--- src/rtl/regfile_arb_pkg.sv ---
// Shared types and defaults for the two-requester register-file access arbiter.
// The FSM encoding, requester IDs and width defaults live here.
package regfile_arb_pkg;

  localparam int WORD_LENGTH_DEF = 32;
  localparam int NBITS_DEF       = 5;

  typedef enum logic [1:0] {
    IDLE   = 2'd0,
    ACCESS = 2'd1,
    RESP   = 2'd2
  } state_t;

  typedef logic req_id_t;

  localparam req_id_t REQ_A = 1'b0;
  localparam req_id_t REQ_B = 1'b1;

endpackage

--- src/rtl/regfile_access_arbiter_rr_picker2.sv ---
// Two-way round-robin choice: on contention the requester not granted last wins.
module rr_picker2
  import regfile_arb_pkg::*;
(
  input  logic    req_a,
  input  logic    req_b,
  input  req_id_t last_grant,
  output req_id_t winner
);

  always_comb begin
    if (req_a && req_b) begin
      winner = (last_grant == REQ_A) ? REQ_B : REQ_A;
    end else if (req_b) begin
      winner = REQ_B;
    end else begin
      winner = REQ_A;
    end
  end

endmodule

--- src/rtl/regfile_access_arbiter.sv ---
// Serializes register-file reads and writes from two requesters (A/B) through
// a single 32:1 read mux and one write port, with round-robin arbitration.
module regfile_access_arbiter
  import regfile_arb_pkg::*;
#(
  parameter int WORD_LENGTH = WORD_LENGTH_DEF,
  parameter int NBITS       = NBITS_DEF
) (
  input  logic                   clk,
  input  logic                   reset,
  input  logic                   Req_A,
  input  logic                   Req_B,
  input  logic                   Write_A,
  input  logic                   Write_B,
  input  logic [NBITS-1:0]       Addr_A,
  input  logic [NBITS-1:0]       Addr_B,
  input  logic [WORD_LENGTH-1:0] WrData_A,
  input  logic [WORD_LENGTH-1:0] WrData_B,
  output logic                   Grant_A,
  output logic                   Grant_B,
  output logic                   RdValid_A,
  output logic                   RdValid_B,
  output logic [WORD_LENGTH-1:0] RdData,
  output logic [NBITS-1:0]       Selector,
  input  logic [WORD_LENGTH-1:0] Mux_Output,
  output logic                   Write_Enable,
  output logic [NBITS-1:0]       Write_Addr,
  output logic [WORD_LENGTH-1:0] Write_Data,
  output logic                   Busy
);

  state_t                 state_reg, state_next;
  req_id_t                prio_reg;
  req_id_t                id_reg;
  logic                   write_reg;
  logic [NBITS-1:0]       addr_reg;
  logic [WORD_LENGTH-1:0] data_reg;
  logic [WORD_LENGTH-1:0] rd_data_reg;
  req_id_t                winner;
  logic                   any_req;

  assign any_req = Req_A | Req_B;

  // prio_reg names the requester favoured on contention, so the picker's
  // "last granted" is simply the other one.
  rr_picker2 u_picker (
    .req_a      (Req_A),
    .req_b      (Req_B),
    .last_grant (req_id_t'(~prio_reg)),
    .winner     (winner)
  );

  always_ff @(posedge clk or posedge reset) begin
    if (reset) begin
      state_reg   <= IDLE;
      prio_reg    <= REQ_A;
      id_reg      <= REQ_A;
      write_reg   <= 1'b0;
      addr_reg    <= '0;
      data_reg    <= '0;
      rd_data_reg <= '0;
    end else begin
      state_reg <= state_next;
      if (state_reg == IDLE && any_req) begin
        id_reg    <= winner;
        write_reg <= (winner == REQ_B) ? Write_B : Write_A;
        addr_reg  <= (winner == REQ_B) ? Addr_B : Addr_A;
        data_reg  <= (winner == REQ_B) ? WrData_B : WrData_A;
        prio_reg  <= req_id_t'(~winner);
      end
      if (state_reg == ACCESS && !write_reg) begin
        rd_data_reg <= Mux_Output;
      end
    end
  end

  always_comb begin
    state_next   = state_reg;
    Grant_A      = 1'b0;
    Grant_B      = 1'b0;
    RdValid_A    = 1'b0;
    RdValid_B    = 1'b0;
    Selector     = '0;
    Write_Enable = 1'b0;
    Write_Addr   = '0;
    Write_Data   = '0;
    Busy         = (state_reg != IDLE);
    case (state_reg)
      IDLE: begin
        if (any_req) state_next = ACCESS;
      end
      ACCESS: begin
        Grant_A  = (id_reg == REQ_A);
        Grant_B  = (id_reg == REQ_B);
        Selector = addr_reg;
        // Register 0 is read-only: the grant still pulses but the write is dropped.
        if (write_reg && addr_reg != '0) begin
          Write_Enable = 1'b1;
          Write_Addr   = addr_reg;
          Write_Data   = data_reg;
        end
        state_next = write_reg ? IDLE : RESP;
      end
      RESP: begin
        RdValid_A  = (id_reg == REQ_A);
        RdValid_B  = (id_reg == REQ_B);
        state_next = IDLE;
      end
      default: state_next = IDLE;
    endcase
  end

  assign RdData = rd_data_reg;

endmodule

--- config.mk ---
export PLATFORM = sky130hd
export DESIGN_NAME = regfile_access_arbiter
export DESIGN_NICKNAME = d
export VERILOG_FILES = /design/src/rtl/regfile_arb_pkg.sv /design/src/rtl/regfile_access_arbiter_rr_picker2.sv /design/src/rtl/regfile_access_arbiter.sv
export SDC_FILE = /design/constraint.sdc
export NUM_CORES = 1
export LEC_CHECK = 0
export CORE_AREA = 2 2 80 112
export CTS_CLUSTER_DIAMETER = 50
export DETAILED_ROUTE_END_ITERATION = 16
export DIE_AREA = 0 0 82 114
export HOLD_SLACK_MARGIN = 0.03
export PLACE_DENSITY = 0.92
export SYNTH_ARGS = -nofsm -noshare
export SYNTH_HDL_FRONTEND = slang
export SYNTH_SLANG_ARGS = --single-unit
--- constraint.sdc ---
create_clock -name clk -period 3.1 [get_ports clk]
set_input_delay 0.31 -clock clk [delete_from_list [all_inputs] [get_ports clk]]
set_output_delay 0.31 -clock clk [all_outputs]
set_load 0.02 [all_outputs]
# Yosys cells after proc, flatten, opt, wreduce, memory -nomap -nowiden
# Index checks and enable logic that the tools add are counted.
# word_totals
out_inout_bits	80
inputBits	112
wordCells	41
regBits	74
# op_classes
n_eq_ne	3
n_reduce_logical	8
n_bitwise	3
n_mux	20
# ops
cell	count
$mux W32	3
$mux W5	4
$mux W1	10
$reduce_bool A5 Y1	1
$logic_and A1 B1 Y1	4
$mux W2	2
$pmux W2 S2	1
$eq A2 B1 Y1 const B	1
$eq A2 B2 Y1 const B	1
$logic_not A2 Y1	1
$ne A2 B2 Y1 const B	1
$not A1 Y1	2
$reduce_bool A2 Y1	1
$logic_not A1 Y1	1
$or A1 B1 Y1	1

# Logic depth before layout (Yosys ltp)
# depth
word_depth	4
mapped_depth	5
depth_no_buf	4

# By module
# From an unflattened synthesis, not the netlist that was laid out.
# unflattened
cells_unflattened	256
area_unflattened_um2	3583.4
# by_module_without_submodules
mod	instances	area_each_um2	cells_each	seq_area_each_um2
regfile_access_arbiter	1	3572.2	255	1851.8
rr_picker2	1	11.3	1	0.0

# Least setup slack after synthesis
# No wires, ideal clock.
# synth_timing
path_kind	reg-to-output
start	reg addr_reg[0]
end	out Write_Data[12]
path_stages_with_launch	5
required_time_ps	2790
path_buffers	1
slack_ps	1296
t_arrival_ps	1494
cell_sequence	dfrtp_1 > or4_4 > o211a_4 > buf_6 > and2_1
# synth_between
elab_chain_len	4
# synth_lines
item	line_no	text
start, declared	regfile_access_arbiter.sv:36	logic [NBITS-1:0] addr_reg;
start signal, assigned	regfile_access_arbiter.sv:67	addr_reg <= (winner == REQ_B) ? Addr_B : Addr_A;
$reduce_bool A5 Y1	regfile_access_arbiter.sv:97	if (write_reg && addr_reg != '0) begin
$logic_and A1 B1 Y1	regfile_access_arbiter.sv:97	
$mux W32	regfile_access_arbiter.sv:97	
$mux W32	regfile_access_arbiter.sv:88	case (state_reg)
end, declared	regfile_access_arbiter.sv:28	output logic [WORD_LENGTH-1:0] Write_Data,
# Every way passes these cells.

# Worst setup path in the final report
# layout_timing
start	reg addr_reg[2]
end	out Write_Data[13]
# Same word-level chain as after synthesis.

==> results.json <==
{
  "synth.distinct_cells": 24,
  "slew_violations": 0,
  "place_congestion": 0.788,
  "worst_slack_ns": 0.390,
  "clkLatencyLatePin_ns": 0.33,
  "synth_edf_count": 0,
  "r2r_start": "state_reg[1]$_DFFE_PP0P_",
  "syn2layout_area_growth_pct": 66.8,
  "dp_hpwl_um": 7070,
  "rsz0062_at_grt": "false",
  "finalHoldViolations": 0,
  "grt-ovfl-total": 0,
  "cp_slowest_cell": "clkdlybuf4s50_1",
  "period_needed_ns": 2.71,
  "pin_count": 192,
  "tritoncts": "built",
  "ant_nets": 0,
  "hold_class": "in -> async",
  "finClkSkew_ns": 0.00613,
  "synth_cells": 269,
  "crit_path_max_incr_delay_ns": 0.53,
  "drive_above_1_share_pct": 8.95,
  "fp.dieW_um": 82,
  "leakage_nw": 2.35,
  "setup_violations": 0,
  "worstMarginPinSlew_ns": 0.960,
  "cp.arrival_ns": 2.40,
  "synth_area_leader_cell": "dfrtp_1",
  "clockBufferDepth": 2,
  "status": "finished clean",
  "drv.max_cap_violation_count": 0,
  "hold_buffers": 0,
  "grt_pass1_vias": 3047,
  "netlist_top_cells_area": "dfrtp_1 (54%), a221o_1 (11%), mux2_1 (9.5%)",
  "async_reset_ff_share_pct": 100,
  "portBuffers": 191,
  "placed_area_um2": 5400,
  "crit_required_ns": 2.79,
  "crit_start": "addr_reg[2]$_DFFE_PP0P_",
  "fp.dieH_um": 114,
  "avgSynthCellArea_um2": 12.7,
  "grt_pass1_wl_um": 14400,
  "pre_cts_ws_ns": 0.739,
  "start_util_pct": 40.7,
  "fin_setup_tns_ns": 0,
  "viasPerCell": 5.30,
  "swShare_pct": 35.8,
  "clock.fmax_ghz": 0.369,
  "p_int_mw": 3.58,
  "cp_cell_sequence": "or4_4 > o211a_4 > and2_1 > clkdlybuf4s50_1",
  "worstSetupEndpointType": "output pin",
  "cp_max_fo": 33,
  "cts_resized": 0,
  "synth_top_area_share_pct": 54.1,
  "ir_worst_vdd_mv": 0.486,
  "grt_max_degree": 43,
  "combPwrFrac_pct": 49.8,
  "coreArea_um2": 8410,
  "ys_seq_area_share_pct": 54.1,
  "power_switching_mw": 1.99,
  "antenna_found_initial": 0,
  "drt_iter0_drc": 135,
  "cellPowerDensity_nw_per_um2": 976,
  "start_kind": "flip-flop",
  "synth.most_common_cell": "dfrtp_1",
  "track_usage_pct": 20.3,
  "ys_ff_latch": 74,
  "totalWireLength_um": 9620,
  "rows": 40,
  "synth_nets": 381,
  "syn-cell-area_um2": 3420,
  "num_vias": 2986,
  "relSlewSlack_pct": 35.8,
  "clk_pin_slew_ns": 0.06,
  "die_area_um2": 9350,
  "htreeDepth": 3,
  "clkPwrFrac_pct": 18.7,
  "r2r_slack_ns": 1.25,
  "post_cts_buffers": 0,
  "cts_buffers": 9,
  "ys.flop_type": "dfrtp_1",
  "final_area_um2": 5710,
  "drc": 0,
  "wire_per_inst_um": 17.1,
  "diodes": 0,
  "worstSetupPathType": "reg -> out",
  "final_nets": 565,
  "ys_warn_count": 0,
  "synth_commonest_cells": "dfrtp_1 (74), a221o_1 (38), o21a_1 (38)",
  "cts_num_sinks": 74,
  "clockRootBuffer": "clkbuf_16",
  "dr.pass1.iters": 4,
  "final.period_utilization_pct": 87.4,
  "pwr-share-seq_pct": 31.5
}
layout by cell type, fill, tap and decap left out, types with 2 or more instances in the layout:
master / count
clkinvlp_4: 2
and2_4: 10
clkdlybuf4s50_1: 191
nor2_1: 3
nand2b_1: 4
and3_1: 6
o21ai_1: 2
dfrtp_1: 74
buf_4: 5
mux2_2: 3
clkbuf_8: 2
o21a_1: 38
clkbuf_16: 9
nor2_4: 2
clkinv_2: 2
mux2_1: 29
and2_1: 27
a221o_1: 38
logic make-up (layout without fill, tap and decap cells):
kind of cell	after synthesis	count (layout)	synth area share, %
and+or+nand+nor	59	59	11.4
muxes	32	32	10.5
AOI/OAI and AO/OA	79	79	20.3
buffers and inverters	25	214	3.66
DFF	74	74	54.1
layer usage:
metal | vias to the layer above | global-route usage, % | part of all wire (%)
li1 | 1362 | - | -
met1 | 1464 | 22.2 | 37
met2 | 150 | 37.0 | 54
met3 | 10 | 5.30 | 8.1
met4 | 0 | 7.11 | 1.2
met5 | - | 0 | 0
critical path, delay by kind of cell, from the launching register on:
kind | cells | cell delay, ns
and+or+nand+nor | 2 | 0.74
DFF | 1 | 0.42
buffers and inverters | 1 | 0.53
AOI/OAI and AO/OA | 1 | 0.36
power by group through the flow:
stage                     combinational, mW  clock, mW  sequential, mW
after floorplan                        1.45          0            1.95
after global placement                 2.72          0            1.74
after detailed placement               2.80          0            1.77
after CTS                              2.81       1.06            1.76
after global routing                   2.98       1.12            1.81
final                                  2.77       1.04            1.75
through the flow:
| step | utilization [%] | instances | total power [mW] | hold slack [ns] |
|---|---|---|---|---|
| 6_report | 67.9 | 563 | 5.57 | 0.282 |
| 3_3_place_gp | 64.2 | 547 | 4.46 | 0.467 |
| 2_1_floorplan | - | 269 | 3.40 | 0.445 |
| 3_5_place_dp | 64.2 | 547 | 4.56 | 0.476 |
| 4_1_cts | 67.9 | 563 | 5.63 | 0.288 |
| 5_1_grt | 67.9 | 563 | 5.91 | 0.317 |
cell type report:
type	instances	area, um2
Inverter	2	8.76
Clock inverter	4	50.0
Tap cell	105	131
Fill cell	623	2700
Sequential cell	74	1850
Timing Repair Buffer	196	1950
Multi-Input combinational cell	170	1460
Clock buffer	12	256
path summary, 6_finish.rpt:
check,cells after the start,end
min reg2reg,1,RdData[18]$_DFFE_PP0P_
max in group asynchronous,3,RdData[30]$_DFFE_PP0P_
max,4,Write_Data[13]
min in group clk,1,RdData[18]$_DFFE_PP0P_
max reg2reg,3,RdData[30]$_DFFE_PP0P_
min,2,data_reg[13]$_DFFE_PP0P_
(Power assumes the default switching activity.)
